$ cat src/rtl/uart_program_loader.sv
// uart_program_loader: receives a length-prefixed stream of little-endian words from the UART,
// writes them into instruction memory and answers with an ACK or NAK byte.
module uart_program_loader #(
    parameter int         ADDR_WIDTH = 14,
    parameter int         BASE_ADDR  = 0,
    parameter logic [7:0] ACK_BYTE   = 8'hAA,
    parameter logic [7:0] NAK_BYTE   = 8'h55
) (
    input  logic                  clk,
    input  logic                  rstn,
    input  logic                  start,
    input  logic [7:0]            rx_data,
    input  logic                  rx_valid,
    output logic                  rx_ready,
    output logic [7:0]            tx_data,
    output logic                  tx_valid,
    input  logic                  tx_ready,
    output logic                  mem_we,
    output logic [ADDR_WIDTH-1:0] mem_addr,
    output logic [31:0]           mem_wdata,
    output logic                  busy,
    output logic                  done,
    output logic                  err
);
    localparam logic [2:0] IDLE = 3'd0, LEN = 3'd1, DATA = 3'd2, WRITE = 3'd3, RESP = 3'd4;
    logic [2:0]            state;
    logic [1:0]            byte_idx;
    logic [31:0]           count, word_reg;
    logic [ADDR_WIDTH:0]   word_idx;
    logic [31:0]           shifted_count, shifted_word;
    assign shifted_count = {rx_data, count[31:8]};
    assign shifted_word  = {rx_data, word_reg[31:8]};
    assign rx_ready = state == LEN || state == DATA;
    assign tx_valid = state == RESP;
    assign mem_we   = state == WRITE;
    assign busy     = state != IDLE;
    always_ff @(posedge clk or negedge rstn) begin
        if (!rstn) begin
            state     <= IDLE;
            byte_idx  <= '0;
            count     <= '0;
            word_reg  <= '0;
            word_idx  <= '0;
            tx_data   <= '0;
            mem_addr  <= '0;
            mem_wdata <= '0;
            done      <= 1'b0;
            err       <= 1'b0;
        end else begin
            done <= 1'b0;
            case (state)
                IDLE: if (start) begin
                    state    <= LEN;
                    err      <= 1'b0;
                    byte_idx <= '0;
                    word_idx <= '0;
                end
                LEN: if (rx_valid) begin
                    count    <= shifted_count;
                    byte_idx <= byte_idx + 2'd1;
                    if (byte_idx == 2'd3) begin
                        if (shifted_count == '0) begin
                            state   <= RESP;
                            tx_data <= ACK_BYTE;
                        end else if ({1'b0, shifted_count} > (33'd1 << ADDR_WIDTH)) begin
                            state   <= RESP;
                            tx_data <= NAK_BYTE;
                            err     <= 1'b1;
                        end else begin
                            state <= DATA;
                        end
                    end
                end
                DATA: if (rx_valid) begin
                    word_reg <= shifted_word;
                    byte_idx <= byte_idx + 2'd1;
                    if (byte_idx == 2'd3) begin
                        state     <= WRITE;
                        mem_addr  <= ADDR_WIDTH'(BASE_ADDR) + word_idx[ADDR_WIDTH-1:0];
                        mem_wdata <= shifted_word;
                    end
                end
                WRITE: begin
                    word_idx <= word_idx + 1'b1;
                    state    <= (32'(word_idx) + 32'd1 == count) ? RESP : DATA;
                    tx_data  <= ACK_BYTE;
                end
                RESP: if (tx_ready) begin
                    done  <= 1'b1;
                    state <= IDLE;
                end
                default: state <= IDLE;
            endcase
        end
    end
endmodule

$ cat config.mk
export PLATFORM = sky130hd
export DESIGN_NAME = uart_program_loader
export DESIGN_NICKNAME = d
export VERILOG_FILES = /design/src/rtl/uart_program_loader.sv
export SDC_FILE = /design/constraint.sdc
export NUM_CORES = 1
export LEC_CHECK = 0
export ABC_AREA = 1
export CELL_PAD_IN_SITES_DETAIL_PLACEMENT = 0
export CELL_PAD_IN_SITES_GLOBAL_PLACEMENT = 1
export CORE_ASPECT_RATIO = 1.1
export CORE_MARGIN = 3
export CORE_UTILIZATION = 37
export DETAILED_ROUTE_END_ITERATION = 10
export GPL_TIMING_DRIVEN = 0
export PLACE_DENSITY = 0.81
export SYNTH_ARGS = -nofsm -noshare
export SYNTH_HDL_FRONTEND = slang
export SYNTH_SLANG_ARGS = --single-unit
$ cat constraint.sdc
create_clock -name clk -period 1.6 [get_ports clk]
set_input_delay 0.24 -clock clk [delete_from_list [all_inputs] [get_ports clk]]
set_output_delay 0.24 -clock clk [all_outputs]
set_load 0.05 [all_outputs]
==> results of run 1 <==
## what timing repair did
| item | 4_1_cts | 5_1_grt |
|---|---|---|
| hold buffers | 1 | 0 |
| buffers inserted | 17 | 23 |
| gates resized for setup | 143 | 91 |
| endpoints found under the setup margin | 177 | 118 |
| pin swaps | 20 | 24 |
| hold endpoints to repair | 62 | 0 |
| gates cloned | 1 | 1 |
## worst reg2reg max path, cell delays in order (launching register included)
cell        delay (ns)
dfrtp_2           0.44
clkinvlp_4        0.18
buf_4             0.19
nand2_1           0.05
nand2_1           0.04
nor2_1            0.10
nand4_1           0.12
nor2_1            0.11
nand3_1           0.09
nor2_2            0.16
nand3_2           0.10
nand2_1           0.09
nand2_1           0.07
nand2_1           0.06
nand2_1           0.05
## cell type report
cell class,count,area (um^2)
timing repair inverter,1,7.51
fill,1358,6810
buffer,26,215
clock buffer,19,453
tap,192,240
sequential,126,3160
multi-input combinational,442,2240
inverter,88,340
timing repair buffer,114,1050
clock inverter,12,159
## routing by layer
| layer | part of all wire (%) | global-route usage [%] | routed length, um |
|---|---|---|---|
| met5 | 0 | 0 | 0 |
| met4 | 2.2 | 6.89 | 324 |
| met3 | 4.0 | 3.88 | 601 |
| met2 | 50 | 29.8 | 7490 |
| met1 | 44 | 23.9 | 6530 |
## per-stage QoR
stage	util [%]	std cells	area (um^2)	setup slack, ns	total power [mW]
floorplan	-	682	5680	-0.0535	8.22
global placement	45.2	946	6640	-4.55	9.77
detailed placement	45.4	947	6670	-0.556	9.89
CTS	51.2	996	7520	-0.274	13.9
global route	53.6	1020	7870	-0.453	15.4
finish	53.6	1020	7870	-0.345	14.5
## layout by cell type (no fill, tap or decap), types with 3 or more instances in the layout
cell type,instances
nor2_2,9
nand3b_1,4
o21ai_0,70
buf_6,13
o22ai_1,12
dfrtp_2,6
nor2_4,14
nand3_1,25
nor2_1,35
nand2_2,9
nand2_1,196
nand2_4,3
a21oi_1,9
buf_8,5
bufinv_16,3
clkinvlp_4,8
inv_1,69
clkdlybuf4s15_2,6
nand4_1,11
dfrtp_1,120
inv_2,15
clkdlybuf4s50_1,11
clkbuf_2,5
dlygate4sd2_1,44
clkbuf_16,17
buf_2,4
buf_4,42
clkdlybuf4s15_1,4
o21ai_1,24
o21ai_2,3
## path summary, 6_finish.rpt
path / to / slack [ns] / depth (start not counted)
max in group asynchronous: word_idx[14] / 0.46 / 3
setup / recovery: state[1] / -0.34 / 14
hold / removal: done / 0.38 / 3
setup reg to reg: state[1] / -0.34 / 14
min in group asynchronous: word_reg[31] / 0.40 / 2
hold reg to reg: mem_wdata[0] / 0.47 / 2
## cells in the mapped netlist
cell type,count,share of area [%]
o21a_1,1,0.13
nand4_1,11,1.2
dfrtp_1,126,56
nand2_1,207,14
nand2_2,1,0.11
nor3_1,2,0.18
ha_1,2,0.44
xor2_1,2,0.31
nand3_1,29,2.6
clkinv_1,1,0.066
buf_6,1,0.20
o22ai_1,12,1.3
clkbuf_1,12,0.80
o21ai_1,11,0.97
nor2_2,6,0.66
buf_4,6,0.80
o21ai_0,86,7.6
nor2_1,46,3.1
a31o_2,1,0.15
buf_2,8,0.71
nor2_4,5,1.0
nand4_2,1,0.22
a21oi_1,10,0.89
inv_1,83,5.5
inv_2,4,0.27
nor4_1,2,0.22
o21ai_2,1,0.15
xnor3_1,1,0.40
nand3b_1,4,0.53
## power by group
part	total, mW	switching, mW	internal [mW]
clock network	3.95	1.42	2.53
registers	4.89	0.687	4.21
logic	5.68	3.67	2.01
total	14.5	5.77	8.75
## logic make-up (layout without fill, tap and decap cells)
family	count (synthesis)	in the layout
buf+inv	115	260
flops	126	126
simple gates	314	315
xor+xnor	3	3
compound gates	122	122
fa+ha+maj	2	2
==> impl_metrics.ini, run 1 <==
[detailed_routing]
drc = 0
ant_nets = 0
drt_iter0_drc = 299
viasPerCell = 4.91
vias = 5007
dr.pass1.iters = 5
avgRoutedWirePerCell_um = 14.7
wirelength_mm = 14.9

[timing]
report.final.hold_viol_count = 0
setup_tns_ns = -1.64
final.setup_skew_ns = 0.0107
fin_crit_ns = 1.94
fin_crit_sh_pct = 122
slew_headroom_pct = 59.2
max_freq_mhz = 514
setup_viol = 36
tightest_slew_ns = 0.612
hold_ws_ns = 0.383
rsz0062_at_grt = true
slew_viol_final = 0
setup_ws_ns = -0.345

[logic_synthesis]
synthDistinctLibCells = 29
synth-xor-area-share_pct = 0.708
syn_avg_cell_area_um2 = 8.29
synth.area.mux_share_pct = 0
ys_ff_latch = 126
syn_area_um2 = 5650
synthCells = 682
synth_top_family_by_area = simple AND/OR/NAND/NOR gates
seq_area_frac_synth_pct = 55.8
syn_nets = 697
synthAdderAreaFrac_pct = 0.443
synth-simple-area-share_pct = 23.5
yosys_warnings = 0
synth_compound_area_share_pct = 11.2

[floorplan]
core-area_um2 = 14700
start_util_pct = 38.5
core.rowCount = 46
die_h_um = 136
io_pins = 73
die_w_um = 124
die-area_um2 = 16800

[placed_design]
place_hpwl_mm = 10.5
io_buffers = 72
routabilityCongestion = 0.902

[power_and_ir_drop]
ir_worst_vdd_v = 0.000924
power.leakage_nw = 3.82
p_per_area_nw_per_um2 = 1850

[global_route]
first_global_vias = 4829
grt_usage_pct = 18.3
antenna_found_initial = 0
grt_max_degree = 65
grt_pass1_wl_mm = 24.0
grt_overflow = 0

[critical_path]
worst-setup-path-type = reg2reg
crit_path_end_kind = register
critical_path.top_delay_family = simple AND/OR/NAND/NOR gates
worstPathRequired_ns = 1.90
crit_path_start = word_idx[0]
cpPeakStageDelay_ns = 0.44
critPathMaxFanout = 4
cp_cell_sequence = clkinvlp_4, buf_4, nand2_1, nand2_1, nor2_1, nand4_1, nor2_1, nand3_1, nor2_2, nand3_2, nand2_1, nand2_1, nand2_1, nand2_1
worstPathArrival_ns = 2.25
start_kind = register
cp.buffers_inverters = 2
slowest_stage = dfrtp_2
path_common_cell = nand2_1
rr_startpoint = word_idx[0]

[finish]
diodes = 0
drive_gt1_share_pct = 22.1
synthToLayoutAreaGrowth_pct = 39.1
final_nets = 831

[clocking]
htreeDepth = 4
cts.sinks = 126
path_clk_slew_ns = 0.06
clockBufferDepth = 2
clk_latency_ns = 0.41
cts_tree = built
cts_root_buf = clkbuf_16
cts-buffers-inserted = 17

[outcome]
status = complete, but fails checks
violations = setup timing

[job]
maxCapViolCount = 0

[worst_hold_path]
hold_start = tx_ready
min_path_type = in2reg
Note: power is estimated with default switching activity, not from simulation.
==> run 2: changes to the inputs <==
Settings changed: MAX_ROUTING_LAYER set to met4.
==> run 2 against run 1 <==
  * The flow still finishes with violations (setup timing)
  * Hold slack worse by 0.046 ns
  * Sequential share of layout area is 0.89 points higher
  * Routed wire length down 0.18%
  * Power increased by 0.22%
  * Register-to-register slack worse by 0.04 ns
  * Worst setup slack lost 0.044 ns
  * Sequential power barely moved
  * Combinational power down 4.8%
  * Critical endpoint unchanged
  * Critical path depth stayed put
  * Sequential cell count is the same
  * Clock power is 7.6% higher
  * Clock skew decreased by 0.0016 ns
==> impl_metrics.ini, run 2 (synthesized netlist as in run 1, its figures left out) <==
[clocking]
cts_root_buf = clkbuf_16
cts_tree = built
htreeDepth = 4
path_clk_slew_ns = 0.06
cts-buffers-inserted = 17
clockBufferDepth = 2
clk_latency_ns = 0.42
cts.sinks = 126

[timing]
slew_headroom_pct = 66.2
final.setup_skew_ns = 0.00912
setup_tns_ns = -7.21
slew_viol_final = 0
rsz0062_at_grt = true
max_freq_mhz = 503
setup_ws_ns = -0.389
fin_crit_ns = 1.99
hold_ws_ns = 0.337
setup_viol = 71
report.final.hold_viol_count = 0
fin_crit_sh_pct = 124
tightest_slew_ns = 0.510

[detailed_routing]
dr.pass1.iters = 5
avgRoutedWirePerCell_um = 14.9
viasPerCell = 4.96
drc = 0
vias = 4977
wirelength_mm = 14.9
drt_iter0_drc = 291
ant_nets = 0

[power_and_ir_drop]
pwr-share-clk_pct = 29.2
fin_total_pwr_mw = 14.6
power.leakage_nw = 3.75
power_switching_mw = 5.74
power_frac_seq_pct = 33.6
switching_share_pct = 39.5
p_int_mw = 8.81
comb_power_share_pct = 37.2
ir_worst_vdd_v = 0.000891
p_per_area_nw_per_um2 = 1890

[finish]
num-fill-cells = 1358
synthToLayoutAreaGrowth_pct = 36.0
stdcell_area_um2 = 7690
final_common_cell = nand2_1
most-common-layout-cells = 196 x nand2_1, 122 x dfrtp_1, 85 x o21ai_0, 73 x inv_1, 47 x dlygate4sd2_1
final_nets = 813
drive_gt1_share_pct = 19.9
diodes = 0

[critical_path]
worstPathArrival_ns = 2.29
critPathMaxFanout = 6
worst-setup-path-type = reg2reg
crit_path_end_kind = register
path_common_cell = nand2_1
worstPathRequired_ns = 1.91
start_kind = register
cp_cell_sequence = ha_4, nand2_4, nor2_4, nand3_2, nand3_2, nand2_1, nor2_1, nand3_1, nor2_2, nand3_2, nand2_1, nand2_1, nand2_1, nand2_1
cpPeakStageDelay_ns = 0.44
r2r_slack_ns = -0.39
slowest_stage = dfrtp_2

[placed_design]
place_hpwl_mm = 10.3
io_buffers = 72
placed_area_um2 = 6670
place_ws_ns = -0.548
routabilityCongestion = 0.923

[floorplan]
start_util_pct = 38.5
io_pins = 73
core-area_um2 = 14700
die_h_um = 136
die_w_um = 124
die-area_um2 = 16800
core.rowCount = 46

[global_route]
grt_overflow = 0
grt_max_degree = 79
grt_usage_pct = 19.0
first_global_vias = 4775
grt_pass1_wl_mm = 24.2
antenna_found_initial = 0

[worst_hold_path]
min_path_type = in2async

[outcome]
status = complete, but fails checks
violations = setup timing

[job]
maxCapViolCount = 0
==> run 2: routing by layer <==
| layer | vias up | GRT usage (%) | share of wire (%) |
|---|---|---|---|
| li1 | 2417 | - | - |
| met3 | 24 | 3.30 | 4.3 |
| met4 | 0 | 7.08 | 2.2 |
| met1 | 2410 | 24.9 | 44 |
| met2 | 126 | 29.6 | 50 |
| met5 | - | - | 0 |
==> run 2: repair_timing <==
action                     4_1_cts  5_1_grt
setup endpoints to repair      178      128
gates cloned                     1        1
hold buffers                     1        0
buffers inserted                11       10
gates resized for setup        133       61
hold endpoints to repair        48        0
pin swaps                       14       24
==> run 2: worst paths after layout <==
kind / end / cells past startpoint / from
min reg2reg: mem_wdata[7] / 2 / mem_wdata[7]
min: word_reg[23] / 2 / rstn
min in group clk: done / 3 / tx_ready
max: state[1] / 14 / word_idx[0]
max reg2reg: state[1] / 14 / word_idx[0]
max in group asynchronous: word_idx[1] / 3 / rstn
==> run 2: cell type report <==
class                           instances  area [um^2]  area share, %
Clock buffer                           20          447           5.81
Buffer                                 27          169           2.20
Multi-Input combinational cell        442         2270           29.5
Clock inverter                         12          208           2.70
Sequential cell                       126         3160           41.1
Tap cell                              192          240           3.12
Inverter                               88          334           4.34
Timing Repair Buffer                   96          868           11.3
==> run 2: metrics by stage <==
step | utilization (%) | std cells
2_1_floorplan | - | 682
3_3_place_gp | 45.2 | 946
3_5_place_dp | 45.4 | 947
4_1_cts | 50.9 | 992
5_1_grt | 52.4 | 1003
6_report | 52.4 | 1003
==> run 2: worst max-delay path: cells and delay by family, from the launching register on <==
| family | cells | cell delay, ns |
|---|---|---|
| fa+ha+maj | 1 | 0.20 |
| simple gates | 13 | 1.23 |
| flops | 1 | 0.44 |
==> run 2: power groups by stage <==
stage | registers, mW | clock network (mW) | logic (mW)
floorplan | 5.69 | 0 | 2.53
global placement | 4.88 | 0 | 4.89
detailed placement | 4.91 | 0 | 4.97
CTS | 4.88 | 4.29 | 5.02
global route | 5.02 | 4.44 | 5.92
finish | 4.89 | 4.25 | 5.41
==> variant (config.mk and constraints of run 1) <==
`ADDR_WIDTH`: 14 -> 15.
--- a/src/rtl/uart_program_loader.sv
+++ b/src/rtl/uart_program_loader.sv
@@ -1,7 +1,7 @@
 // uart_program_loader: receives a length-prefixed stream of little-endian words from the UART,
 // writes them into instruction memory and answers with an ACK or NAK byte.
 module uart_program_loader #(
-    parameter int         ADDR_WIDTH = 14,
+    parameter int         ADDR_WIDTH = 15,
     parameter int         BASE_ADDR  = 0,
     parameter logic [7:0] ACK_BYTE   = 8'hAA,
     parameter logic [7:0] NAK_BYTE   = 8'h55
Interface: changed (resized mem_addr); port bits go from 73 to 74. The function was not compared with the original's and may differ.
==> variant against run 1 <==
- the flow still finishes with violations (setup timing)
- sequential share of layout area increased by 1.2 points
- area after synthesis increased by 1.9%
- hold slack got worse by 1.7 ps
- final area decreased by 1.6%
- critical endpoint unchanged
- setup slack got worse by 26 ps
- wire length increased by 5.8%
- total power decreased by 23%
- sequential cell count increased by 2
==> variant: results (changes against run 1) <==
* Clk. pwr at 4060 µW (was 3950 µW)
* Number of setup buffers added after CTS at 12 (was 17)
* Post-synth cell types at 26 (was 29)
* Multi-In Gates at 440 (was 442)
* FILL cells at 1,460 (was 1,358)
* Port bufs at 73 (was 72)
* Share of post-route cells with drive strength above 1 at 0.194 (was 0.221)
* Met3 Use GR at 0.0367 (was 0.0388)
* Routability cong. at 0.894 (was 0.902)
* First-pass GRT wire length at 25.9 mm (was 24.0 mm)
* Core footprint at 15,200 µm² (was 14,700 µm²)
* TNS Setup at -7370 ps (was -1640 ps)
* Met1 Usage GRT at 0.244 (was 0.239)
* DP Wirelength at 11.5 mm (was 10.5 mm)
* Clk pwr share at 0.362 (was 0.272)
* Hold Path Class: input pin to asynchronous set/reset pin (was input pin to flip-flop)
* Final Setup Violations at 87 (was 36)
* Clock buf count at 17 (was 19)
* Maximum VDD drop at 893 µV (was 924 µV)
* Sequential share of the synthesized area at 0.556 (was 0.558)
* 1st-pass router iterations at 4 (was 5)
* Final nets at 815 (was 831)
* Post-DP Area at 6800 µm² (was 6670 µm²)
* GRT Util Overall at 0.191 (was 0.183)
* WHS at 381 ps (was 383 ps)
* Area occupied by multi-input gates at 2260 µm² (was 2240 µm²)
* Syn Inst Count at 688 (was 682)
* CP max stage cell: dfrtp_1 (was dfrtp_2)
* Finished Layout Cells at 1,009 (was 1,020)
* Setup ws final at -371 ps (was -345 ps)
* Place WS at -630 ps (was -556 ps)
* Storage cell area at 3200 µm² (was 3160 µm²)
* Critical path fanouts, max at 5 (was 4)
* Signal buffers share of area at 0.136 (was 0.161)
* Max incr delay on CP at 420 ps (was 440 ps)
* Comb. pwr at 3020 µW (was 5680 µW)
* Met2 Resource Use GR at 0.329 (was 0.298)
* R2R Path Start: word_idx[1]$_DFFE_PN0P_ (was word_idx[0]$_DFFE_PN0P_)
* Clock network area share at 0.0803 (was 0.0778)
* Synth area leaders: dfrtp_1, nand2_1, o21ai_0 (unchanged)
* Largest net degree at the start of global routing at 67 (was 65)
* Post-synth top cells: nand2_1, dfrtp_1, o21ai_0, inv_1, nand3_1 (was nand2_1, dfrtp_1, o21ai_0, inv_1, nor2_1)
* CP arrival at 2280 ps (was 2250 ps)
* DR vias at 4,961 (was 5,007)
* Number of non-clock inverters in the layout at 93 (was 89)
* Internal Pwr Total at 7300 µW (was 8750 µW)
* Worst Clk Skew at 7.53 ps (was 10.7 ps)
* Run status: finished, violations left (unchanged)
* Leak at 0.00381 µW (was 0.00382 µW)
* Cell area power density at 1450 nW/µm² (was 1850 nW/µm²)
* Post-cts repair resize count at 141 (was 143)
* Post-DR wirelength/cell at 15.7 µm (was 14.7 µm)
* Syn nets at 703 (was 697)
* Vias in the first global route at 5,072 (was 4,829)
* Violated checks: setup timing (unchanged)
* FF+latch count at 128 (was 126)
* Buffers excl. clock at 120 (was 140)
-- variant: changes by cell type in the layout (fill, tap and decap cells not counted), moves of 5 or more --
cell | run 1 | this run
inv_1 | 69 | 75
a21oi_1 | 9 | 4
clkdlybuf4s15_1 | 4 | 10
o21ai_0 | 70 | 96
clkbuf_2 | 5 | 10
dfrtp_2 | 6 | 1
clkinvlp_4 | 8 | 3
buf_4 | 42 | 23
dlygate4sd2_1 | 44 | 38
nand3_1 | 25 | 30
dfrtp_1 | 120 | 127
nor2_1 | 35 | 15
o21ai_1 | 24 | 10
-- variant: cell families after synthesis --
logic type                 count (synthesis)  share of synthesized area
xor gates and xnor gates                   3                    0.00695
adders and majority gates                  2                    0.00434
buffers and inverters                    120                     0.0884
AOI/OAI and AO/OA                        128                      0.115
DFF                                      128                      0.556
and+or+nand+nor                          307                      0.230
-- variant: per-layer routing --
layer	share of wire	vias up
li1	-	2438
met1	0.44	2399
met2	0.50	105
met3	0.044	19
met4	0.015	0
met5	0	-
